<file path="src/rtl/sme_rng_src.sv">
// sme_rng_src: seeded bank of RMAX 32-bit Galois LFSR lanes driving the SME guard-share rng bus.
// Build macro SME_RNG_HEALTH_EN adds a sticky zero-lane health_err output that masks rng_ok.
module sme_rng_src #(
    parameter  int XLEN = 32,
    parameter  int SMAX = 4,
    localparam int RMAX = SMAX + SMAX*(SMAX-1)/2,
    localparam int RM   = RMAX - 1,
    localparam int IW   = (RMAX > 1) ? $clog2(RMAX) : 1
)(
    input  logic            g_clk,
    input  logic            g_reset,
    output logic            g_clk_req,
    input  logic            seed_valid,
    output logic            seed_ready,
    input  logic [XLEN-1:0] seed_data,
    input  logic            step,
    output logic [XLEN-1:0] rng [RM:0],
    output logic            rng_ok,
`ifdef SME_RNG_HEALTH_EN
    output logic            health_err,
`endif
    output logic [IW-1:0]   seed_idx
);

    if (XLEN != 32) begin : g_bad_xlen
        $error("sme_rng_src supports XLEN=32 only");
    end

    typedef enum logic [1:0] {UNSEEDED, SEEDING, RUN} state_t;

    state_t          r_state, w_nstate;
    logic [XLEN-1:0] r_lane [RM:0];
    logic [XLEN-1:0] w_next [RM:0];
    logic [IW-1:0]   r_idx;
    logic [XLEN-1:0] w_seed;
    logic            w_last;

    assign w_last = (r_idx == IW'(RM));
    // A zero seed would lock its lane at zero forever, so substitute a lane-unique constant.
    assign w_seed = (seed_data != '0) ? seed_data : 32'hACE10000 ^ (XLEN'(r_idx) + XLEN'(1));

    for (genvar k = 0; k < RMAX; k++) begin : g_lane
        assign w_next[k] = r_lane[k][0] ? (r_lane[k] >> 1) ^ 32'h80200003 : r_lane[k] >> 1;
    end

    always_ff @(posedge g_clk) begin
        if (g_reset)
            r_state <= UNSEEDED;
        else
            r_state <= w_nstate;
    end

    always_comb begin
        w_nstate = r_state;
        case (r_state)
            UNSEEDED: w_nstate = seed_valid ? SEEDING : UNSEEDED;
            SEEDING:  w_nstate = (seed_valid && w_last) ? RUN : SEEDING;
            RUN:      w_nstate = seed_valid ? SEEDING : RUN;
            default:  w_nstate = UNSEEDED;
        endcase
    end

    always_ff @(posedge g_clk) begin
        if (g_reset) begin
            for (int i = 0; i < RMAX; i++) r_lane[i] <= '0;
            r_idx <= '0;
        end else if (r_state == SEEDING) begin
            if (seed_valid) begin
                r_lane[r_idx] <= w_seed;
                r_idx         <= w_last ? '0 : r_idx + IW'(1);
            end
        end else if (r_state == RUN) begin
            if (step) for (int i = 0; i < RMAX; i++) r_lane[i] <= w_next[i];
            if (seed_valid) r_idx <= '0;
        end
    end

`ifdef SME_RNG_HEALTH_EN
    logic r_health;
    logic w_zero;

    always_comb begin
        w_zero = 1'b0;
        for (int i = 0; i < RMAX; i++) if (r_lane[i] == '0) w_zero = 1'b1;
    end

    // Sticky until the next seeding pass starts; only RUN lanes are expected to be nonzero.
    always_ff @(posedge g_clk) begin
        if (g_reset)
            r_health <= 1'b0;
        else
            r_health <= (w_nstate == SEEDING) ? 1'b0 : (r_health || (r_state == RUN && w_zero));
    end

    assign health_err = r_health;
`endif

    always_comb begin
        seed_ready = (r_state == SEEDING);
        g_clk_req  = (r_state == SEEDING) || step;
`ifdef SME_RNG_HEALTH_EN
        rng_ok     = (r_state == RUN) && !r_health;
`else
        rng_ok     = (r_state == RUN);
`endif
    end

    assign rng      = r_lane;
    assign seed_idx = r_idx;

endmodule

</file>
<file path="config.mk">
export PLATFORM = sky130hd
export DESIGN_NAME = sme_rng_src
export DESIGN_NICKNAME = d
export VERILOG_FILES = /design/src/rtl/sme_rng_src.sv
export SDC_FILE = /design/constraint.sdc
export NUM_CORES = 1
export LEC_CHECK = 0
export CAP_MARGIN = 20
export CORE_UTILIZATION = 30
export DETAILED_ROUTE_END_ITERATION = 10
export HOLD_SLACK_MARGIN = 0.15
export PLACE_DENSITY = 0.54
export SYNTH_ARGS = -nofsm -noshare
export SYNTH_HDL_FRONTEND = slang
export SYNTH_SLANG_ARGS = --single-unit
</file>
<file path="constraint.sdc">
create_clock -name g_clk -period 5.5 [get_ports g_clk]
set_input_delay 0.55 -clock g_clk [delete_from_list [all_inputs] [get_ports g_clk]]
set_output_delay 0.55 -clock g_clk [all_outputs]
set_load 0.05 [all_outputs]
</file>
## After elaboration in Yosys (flattened, before gate mapping)

Index checks and enable logic that the tools add are counted.

- Reductions and logical operators: 9
- Muxes and demuxes: 27
- Bitwise logic cells: 11
- Eq/ne operators: 5
- $lt $le $gt $ge: 2
- $add $sub $neg: 2

Operator list:

| kind | number |
|---|---|
| $mux W320 | 4 |
| $mux W32 | 12 |
| $bwmux W320 | 1 |
| $demux W32 S4 | 1 |
| $not A3 Y4 | 10 |
| $reduce_bool A32 Y1 | 1 |
| $mux W4 | 5 |
| $not A1 Y8 const A | 1 |
| $pmux W2 S3 | 1 |
| $reduce_and A3 Y1 | 2 |
| $add A4 B1 Y5 const B | 1 |
| $lt A4 B5 Y1 const B | 1 |
| $add A4 B1 Y4 const B | 1 |
| $eq A4 B4 Y1 const B | 1 |
| $ge A4 B1 Y1 const B | 1 |
| $mux W2 | 2 |
| $ne A2 B2 Y1 const B | 2 |
| $reduce_bool A2 Y1 | 2 |
| $eq A2 B1 Y1 const B | 1 |
| $eq A2 B2 Y1 const B | 1 |
| $logic_and A1 B1 Y1 | 2 |
| $logic_not A2 Y1 | 1 |
| $logic_or A1 B1 Y1 | 1 |
| $mux W1 | 1 |

- Bits in registers: 326
- Word-level logic and storage cells: 68

## Logic depth before layout (Yosys ltp)

Gate-level depths: netlist (run 1).

- Word-level depth: 7
- Mapped depth: 9
- Mapped depth without buffers: 6

## Worst setup path after synthesis (run 1)

Ideal clock, no wire load.

- Path type: register to output
- From: reg r_state[1]
- To: out g_clk_req
- Data required time: 4950 ps
- Buffers on the path: 4
- Arrival: 2260 ps
- Path slack: 2690 ps
- Cell stages (with the launch flop): 8
- Cells stage by stage: dfxtp_1 inv_1 ha_1 buf_4 clkbuf_1 clkbuf_1 clkbuf_1 or2_2

- Longest elaborated chain between the ends: 2

RTL lines:

| element | line | source |
|---|---|---|
| start, declared | 31 | `state_t r_state, w_nstate;` |
| start signal, assigned | 50 | `r_state <= w_nstate;` |
| $eq A2 B1 Y1 | -- |  |
| via seed_ready | 14 | `output logic seed_ready,` |
| $logic_or A1 B1 Y1 | 100 | `g_clk_req = (r_state == SEEDING) \|\| step;` |
| end, declared | 12 | `output logic g_clk_req,` |

The timed path passes the listed nets, and every way through them passes these cells.

## Worst setup path after layout (run 1)

- From: reg r_state[1]
- To: reg r_lane (netlist bit rng[151])

- Longest elaborated chain between the ends: 3
- Elaborated cells between the ends (all ways): 7

RTL lines:

| element | line | source |
|---|---|---|
| $eq A2 B1 Y1 or $eq A2 B2 Y1 (tied branches) | 67, 72 |  |
| $ne A2 B2 Y1 (no line) or $reduce_bool A2 Y1 (tied branches) | -- |  |
| $reduce_and A3 Y1 (no line) | -- |  |
| end signal, assigned by index | 69 | `r_lane[r_idx] <= w_seed;` |
| end, declared | 32 | `logic [XLEN-1:0] r_lane [RM:0];` |

Parallel ways exist; a longest one is shown, timed or not.
A chain may end at the register's enable or synchronous reset.

==> flow_metrics.py, run 1 <==
metrics = {
    "setup_path": {
        "critPathTopFamily": "compound AO/OA/AOI/OAI gates",
        "rrSetupSlack_ns": 1.86,
        "crit_buf_inv": 2,
        "crit_required_ns": 5.98,
        "crit_path_max_incr_delay_ns": 1.02,
        "critPathArrivalTime_ns": 4.12,
        "r2r_cells": 7,
        "r2r_start": "r_state[1]",
        "crit_path_cell_trace": "inv_1 > ha_4 > mux2i_4 > a211oi_4 > buf_4 > o221ai_1 > a31oi_1",
        "crit_path_top_delay_cell": "a211oi_4",
        "r2r_end": "rng[151]",
        "worstSetupPathType": "reg -> reg",
        "cp-startpoint": "r_state[1]",
        "critPathCaptureType": "register",
        "start_kind": "register",
        "crit_fanout": 57,
        "crit_end": "rng[151]",
        "cp.depth": 7,
    },
    "synthesis": {
        "synth_cells": 1658,
        "syn_area_sq_um": 14720,
        "yosys_most_used_dff": "dfxtp_1",
        "yosysSeqAreaShare_pct": 44.32,
        "syn_nets": 1702,
        "syn_area_per_cell_sq_um": 8.881,
        "ys_seq_elements": 326,
        "synth-simple-area-share_pct": 9.781,
        "yosysUniqueCellTypes": 42,
        "synth_top_family_by_area": "compound AO/OA/AOI/OAI gates",
        "synthArstFlopShare_pct": 0,
        "synth_edf_count": 0,
        "yosys.area_share.xor_xnor_pct": 1.309,
        "synth_compound_area_share_pct": 35.27,
        "synthMuxAreaShare_pct": 2.311,
        "yosysWarnings": 0,
        "synthAdderAreaFrac_pct": 0.6798,
    },
    "timing": {
        "worst_slew_pin_slew_ns": 1.128,
        "slew_violations": 0,
        "finClkSkew_ns": 0.02297,
        "max_slew_margin_pct": 24.56,
        "max_freq_mhz": 274.5,
        "setup_ws_ns": 1.857,
        "setup_viol": 0,
        "tns_ns": 0,
        "hold_slack_ns": 0.5130,
        "hold_viol_final": 0,
        "rsz0062_at_grt": "false",
        "period_share_pct": 66.24,
        "min_period_ns": 3.643,
    },
    "clock_tree": {
        "cts_resized": 0,
        "cts_buffer_depth": 3,
        "path_clk_slew_ns": 0.06,
        "cts_setup_buffers": 0,
        "clk_latency_ns": 0.56,
        "hold_buffers": 0,
        "cts_sinks": 326,
        "numCtsBuffers": 39,
        "htree_levels": 2,
        "cts_tree": "yes",
        "clockRootBuffer": "clkbuf_16",
    },
    "grt": {
        "grt_overflow_total": 0,
        "grt_usage_pct": 26.98,
        "grt_pass1_vias": 14000,
        "met2_usage_pct": 41.45,
        "grt_busiest_layer": "met2",
        "grt_antenna_before_repair": 2,
        "grt_use_met1_pct": 35.09,
        "grt_first_pass_wirelength_mm": 99.81,
        "use_met3_pct": 6.834,
        "grt_max_degree": 116,
    },
    "pwr": {
        "ir_worst_vdd_v": 0.0001491,
        "cellPowerDensity_nw_per_um2": 348.6,
        "switching_share_pct": 34.19,
        "seqPwrFrac_pct": 38.7,
        "leakagePower_nw": 6.202,
        "combPwrFrac_pct": 23.9,
        "p_clk_share_pct": 37.4,
        "p_switching_w": 0.002378,
        "p_int_w": 0.004576,
    },
    "routing": {
        "vias": 15260,
        "wl_mm": 69.97,
        "drc_errors": 0,
        "firstDrtPassIters": 6,
        "viasPerCell": 5.999,
        "drt_iter0_drc": 1477,
        "wl_per_cell_um": 27.51,
        "detail-route-antenna-nets": 0,
    },
    "floorplan": {
        "die_h_um": 223.5,
        "dieArea_sq_um": 49970,
        "start_util_pct": 30.65,
        "boundaryPins": 363,
        "core_area_sq_um": 48050,
        "rows": 80,
        "dieWidth_um": 223.5,
    },
    "final_layout": {
        "drive_gt1_share_pct": 6.279,
        "stdcell_count": 2544,
        "fill_cells": 4758,
        "nets": 1947,
        "area.growth.synth_to_final_pct": 35.47,
    },
    "place": {
        "gp_congestion": 0.8769,
        "dp.cells": 2475,
        "port_buffers": 362,
        "dpl_worst_slack_ns": 1.946,
        "hpwl_mm": 43.37,
    },
    "outcome": {
        "status": "complete, no violations",
    },
    "flow_run": {
        "maxCapViolations": 0,
    },
    "hold_path": {
        "min_path_type": "reg -> reg",
    },
}
placed cells by master (no fill, tap or decap), types with 6 or more instances in the layout:
master,synthesis,routed
o221ai_1,78,78
clkdlybuf4s50_1,0,361
a211oi_4,4,10
buf_4,8,43
nor2b_1,23,23
xnor2_1,21,21
o21ai_0,11,11
clkbuf_8,0,9
ha_1,8,7
o21a_1,9,9
inv_1,18,18
nand3_1,10,9
nor4_1,8,8
a22oi_1,193,193
dfxtp_1,326,326
nor2_1,229,229
o22ai_1,41,41
nand2_1,11,10
a31oi_1,101,101
nand3b_1,6,6
nor3b_1,9,9
clkbuf_16,0,39
a21oi_1,87,87
mux2i_1,34,33
clkbuf_1,141,12
a211oi_1,191,191
layout make-up:
class                           count  area, sq um  area share (%)
Multi-Input combinational cell   1110         7356           36.88
Sequential cell                   326         6526           32.72
Timing Repair Buffer              406         3965           19.88
Clock buffer                       59         1131           5.671
Tap cell                          615        769.5           3.858
Clock inverter                      6        111.4          0.5583
Inverter                           20        82.58          0.4140
Antenna cell                        2        5.005         0.02509
worst register-to-register path, cell delays in order (launching register included):
cell      delay, ns
dfxtp_1        0.33
inv_1          0.11
ha_4           0.73
mux2i_4        0.46
a211oi_4       1.02
buf_4          0.51
o221ai_1       0.21
a31oi_1        0.19
per-layer routing:
metal / vias to the layer above / part of all wire (%)
met5: - / 0
met1: 7530 / 41
met2: 693 / 45
met3: 154 / 8.6
met4: 0 / 4.6
li1: 6885 / -
logic make-up after synthesis:
kind of cell,Yosys count
mux,34
compound gates,724
xor+xnor,22
flops,326
fa+ha+maj,8
simple gates,322
buf+inv,222
worst min path at each step:
stage          startpoint         end  slack (ns)  cells after the start
6_report         rng[197]    rng[197]        0.51                      2
5_1_grt           rng[25]     rng[25]        0.53                      2
3_3_place_gp     rng[140]    rng[140]        0.50                      2
2_1_floorplan  r_state[1]  r_state[0]        0.59                      2
3_5_place_dp     rng[281]    rng[281]        0.51                      2
4_1_cts           rng[25]     rng[25]        0.52                      2
cells in the mapped netlist (all sizes together), types with 6 or more instances:
master  number  share of area, %
a211oi     201                11
o21a         9              0.46
nor4         8              0.34
nor2       233               6.0
nor3         6              0.27
o21ai       11              0.37
o22ai       41               1.7
buf         61               2.2
nand3       10              0.34
o221ai      78               4.6
xnor2       21               1.2
a31oi      101               4.3
inv         19              0.48
nor3b        9              0.46
a22oi      193               9.8
nand3b       6              0.31
nor2b       23              0.98
ha           8              0.68
nand2       11              0.28
a21oi       87               3.0
mux2i       34               2.3
clkbuf     141               3.6
dfxtp      326                44
metrics by stage:
stage	total power, W	util [%]	cell area [sq um]
floorplan	0.003770	-	14720
global placement	0.004375	38.86	18670
detailed placement	0.004392	38.87	18680
CTS	0.007003	41.46	19920
global route	0.007197	41.51	19940
finish	0.006954	41.52	19950
power by group through the flow:
stage | Clock (W) | Sequential, W | Combinational [W]
after global placement | 0 | 0.00274 | 0.00164
after global routing | 0.00275 | 0.00271 | 0.00174
after floorplan | 0 | 0.00323 | 0.000544
after CTS | 0.00266 | 0.00269 | 0.00166
after detailed placement | 0 | 0.00274 | 0.00165
final | 0.00260 | 0.00269 | 0.00166
flip-flops by register name, indices dropped and copies added (netlist names):
register  count
seed_idx      4
r_state       2
rng         320
Power figures use the tool's default switching activity.
==> run 2, diff against run 1 <==
Clock period 5.5 ns to 3.4 ns, I/O delays scaled along.
==> flow_metrics.py, run 2 (synthesis results as in run 1) <==
metrics = {
    "timing": {
        "period_share_pct": 80.38,
        "min_period_ns": 2.733,
        "setup_viol": 0,
        "hold_viol_final": 0,
        "rsz0062_at_grt": "false",
        "hold_slack_ns": 0.3110,
        "finClkSkew_ns": 0.01814,
        "max_freq_mhz": 365.9,
        "max_slew_margin_pct": 17.74,
        "slew_violations": 0,
        "worst_slew_pin_slew_ns": 1.234,
        "tns_ns": 0,
    },
    "final_layout": {
        "final_common_cell": "clkdlybuf4s50_1",
        "area.growth.synth_to_final_pct": 37.79,
        "post-route-util_pct": 42.23,
        "largest_reg_flops": 320,
        "nets": 1967,
        "layout_common_cells": "361 x clkdlybuf4s50_1, 326 x dfxtp_1, 229 x nor2_1",
        "drive_gt1_share_pct": 7.385,
    },
    "clock_tree": {
        "path_clk_slew_ns": 0.06,
        "cts_resized": 0,
        "htree_levels": 2,
        "cts_setup_buffers": 0,
        "cts_sinks": 326,
        "clockRootBuffer": "clkbuf_16",
        "cts_buffer_depth": 3,
        "numCtsBuffers": 39,
        "hold_buffers": 0,
        "cts_tree": "yes",
        "clk_latency_ns": 0.56,
    },
    "setup_path": {
        "r2r_end": "rng[32]",
        "critPathCaptureType": "register",
        "worstSetupPathType": "reg -> reg",
        "rrSetupSlack_ns": 0.67,
        "r2r_cells": 7,
        "crit_fanout": 28,
        "critPathArrivalTime_ns": 3.21,
        "crit_buf_inv": 2,
        "start_kind": "register",
        "crit_required_ns": 3.88,
        "crit_path_top_delay_cell": "and3b_1",
        "crit_path_max_incr_delay_ns": 1.08,
        "crit_path_cell_trace": "inv_1 > ha_4 > buf_4 > and3b_1 > a31oi_1 > o21a_1 > o22ai_1",
        "r2r_start": "r_state[1]",
        "critPathTopFamily": "simple AND/OR/NAND/NOR gates",
    },
    "place": {
        "gp_congestion": 0.8240,
        "port_buffers": 362,
        "hpwl_mm": 43.09,
    },
    "hold_path": {
        "hold_depth": 2,
        "min_to": "seed_idx[0]",
        "hp-start": "g_reset",
        "min_path_type": "in -> reg",
    },
    "pwr": {
        "ir_worst_vdd_v": 0.0002997,
        "leakagePower_nw": 6.379,
        "cellPowerDensity_nw_per_um2": 560.7,
        "p_total_w": 0.01138,
    },
    "grt": {
        "grt_max_degree": 126,
        "grt_pass1_vias": 13950,
        "grt_first_pass_wirelength_mm": 99.21,
        "grt_overflow_total": 0,
        "grt_antenna_before_repair": 1,
        "grt_usage_pct": 26.89,
    },
    "routing": {
        "drt_iter0_drc": 1604,
        "drc_errors": 0,
        "detail-route-antenna-nets": 0,
        "wl_per_cell_um": 27.22,
        "vias": 15420,
        "wl_mm": 69.84,
        "firstDrtPassIters": 5,
        "viasPerCell": 6.008,
    },
    "floorplan": {
        "dieWidth_um": 223.5,
        "dieArea_sq_um": 49970,
        "rows": 80,
        "start_util_pct": 30.65,
        "die_h_um": 223.5,
        "boundaryPins": 363,
        "core_area_sq_um": 48050,
    },
    "flow_run": {
        "maxCapViolations": 0,
    },
    "outcome": {
        "status": "complete, no violations",
    },
}
## run 2: cell types whose count changed in the layout (fill, tap and decap cells not counted), sizes merged
cell / previous run / this run
buf: 44 / 64
clkbuf: 60 / 61
clkinv: 1 / 5
clkinvlp: 1 / 0
diode: 2 / 1
inv: 21 / 20
## run 2: through the flow
step / setup WS, ns / instance area (sq um) / std cells
2_1_floorplan: 0.7997 / 14720 / 1658
3_3_place_gp: 0.7854 / 18970 / 2496
3_5_place_dp: 0.7153 / 18970 / 2496
4_1_cts: 0.6454 / 20260 / 2564
5_1_grt: 0.5736 / 20290 / 2565
6_report: 0.6671 / 20290 / 2566
## run 2: worst max path at each step
| stage | from | end | slack [ns] | cells past startpoint |
|---|---|---|---|---|
| final | r_state[1] | rng[32] | 0.67 | 7 |
| after global routing | r_state[0] | rng[65] | 0.57 | 7 |
| after CTS | r_state[1] | g_clk_req | 0.65 | 4 |
| after detailed placement | r_state[1] | rng[32] | 0.72 | 7 |
| after global placement | r_state[1] | rng[192] | 0.79 | 7 |
| after floorplan | r_state[1] | g_clk_req | 0.80 | 7 |
## run 2: layout make-up
type	instances	area (sq um)
antenna	1	2.502
sequential	326	6526
clock buffer	60	1167
clock inverter	8	118.9
timing repair buffer	426	4265
inverter	20	82.58
tap	615	769.5
multi-input combinational	1110	7356
fill	4679	27760
## run 2: routing by layer
layer  share of wire (%)  track usage (%)
met4                 3.8            11.69
met1                  42            35.64
met5                   0                0
met2                  46            42.17
met3                 8.3            5.575
## run 2: power by group
group / total (W) / internal (W) / switching (W)
Combinational: 0.00271 / 0.000846 / 0.00187
Clock: 0.00430 / 0.00258 / 0.00172
Sequential: 0.00436 / 0.00408 / 0.000282
Total: 0.0114 / 0.00751 / 0.00387
## run 2: worst register-to-register path, stage by stage, from the launching register on
cell	delay, ns
dfxtp_1	0.36
inv_1	0.09
ha_4	0.29
buf_4	0.31
and3b_1	1.10
a31oi_1	0.21
o21a_1	0.15
o22ai_1	0.13
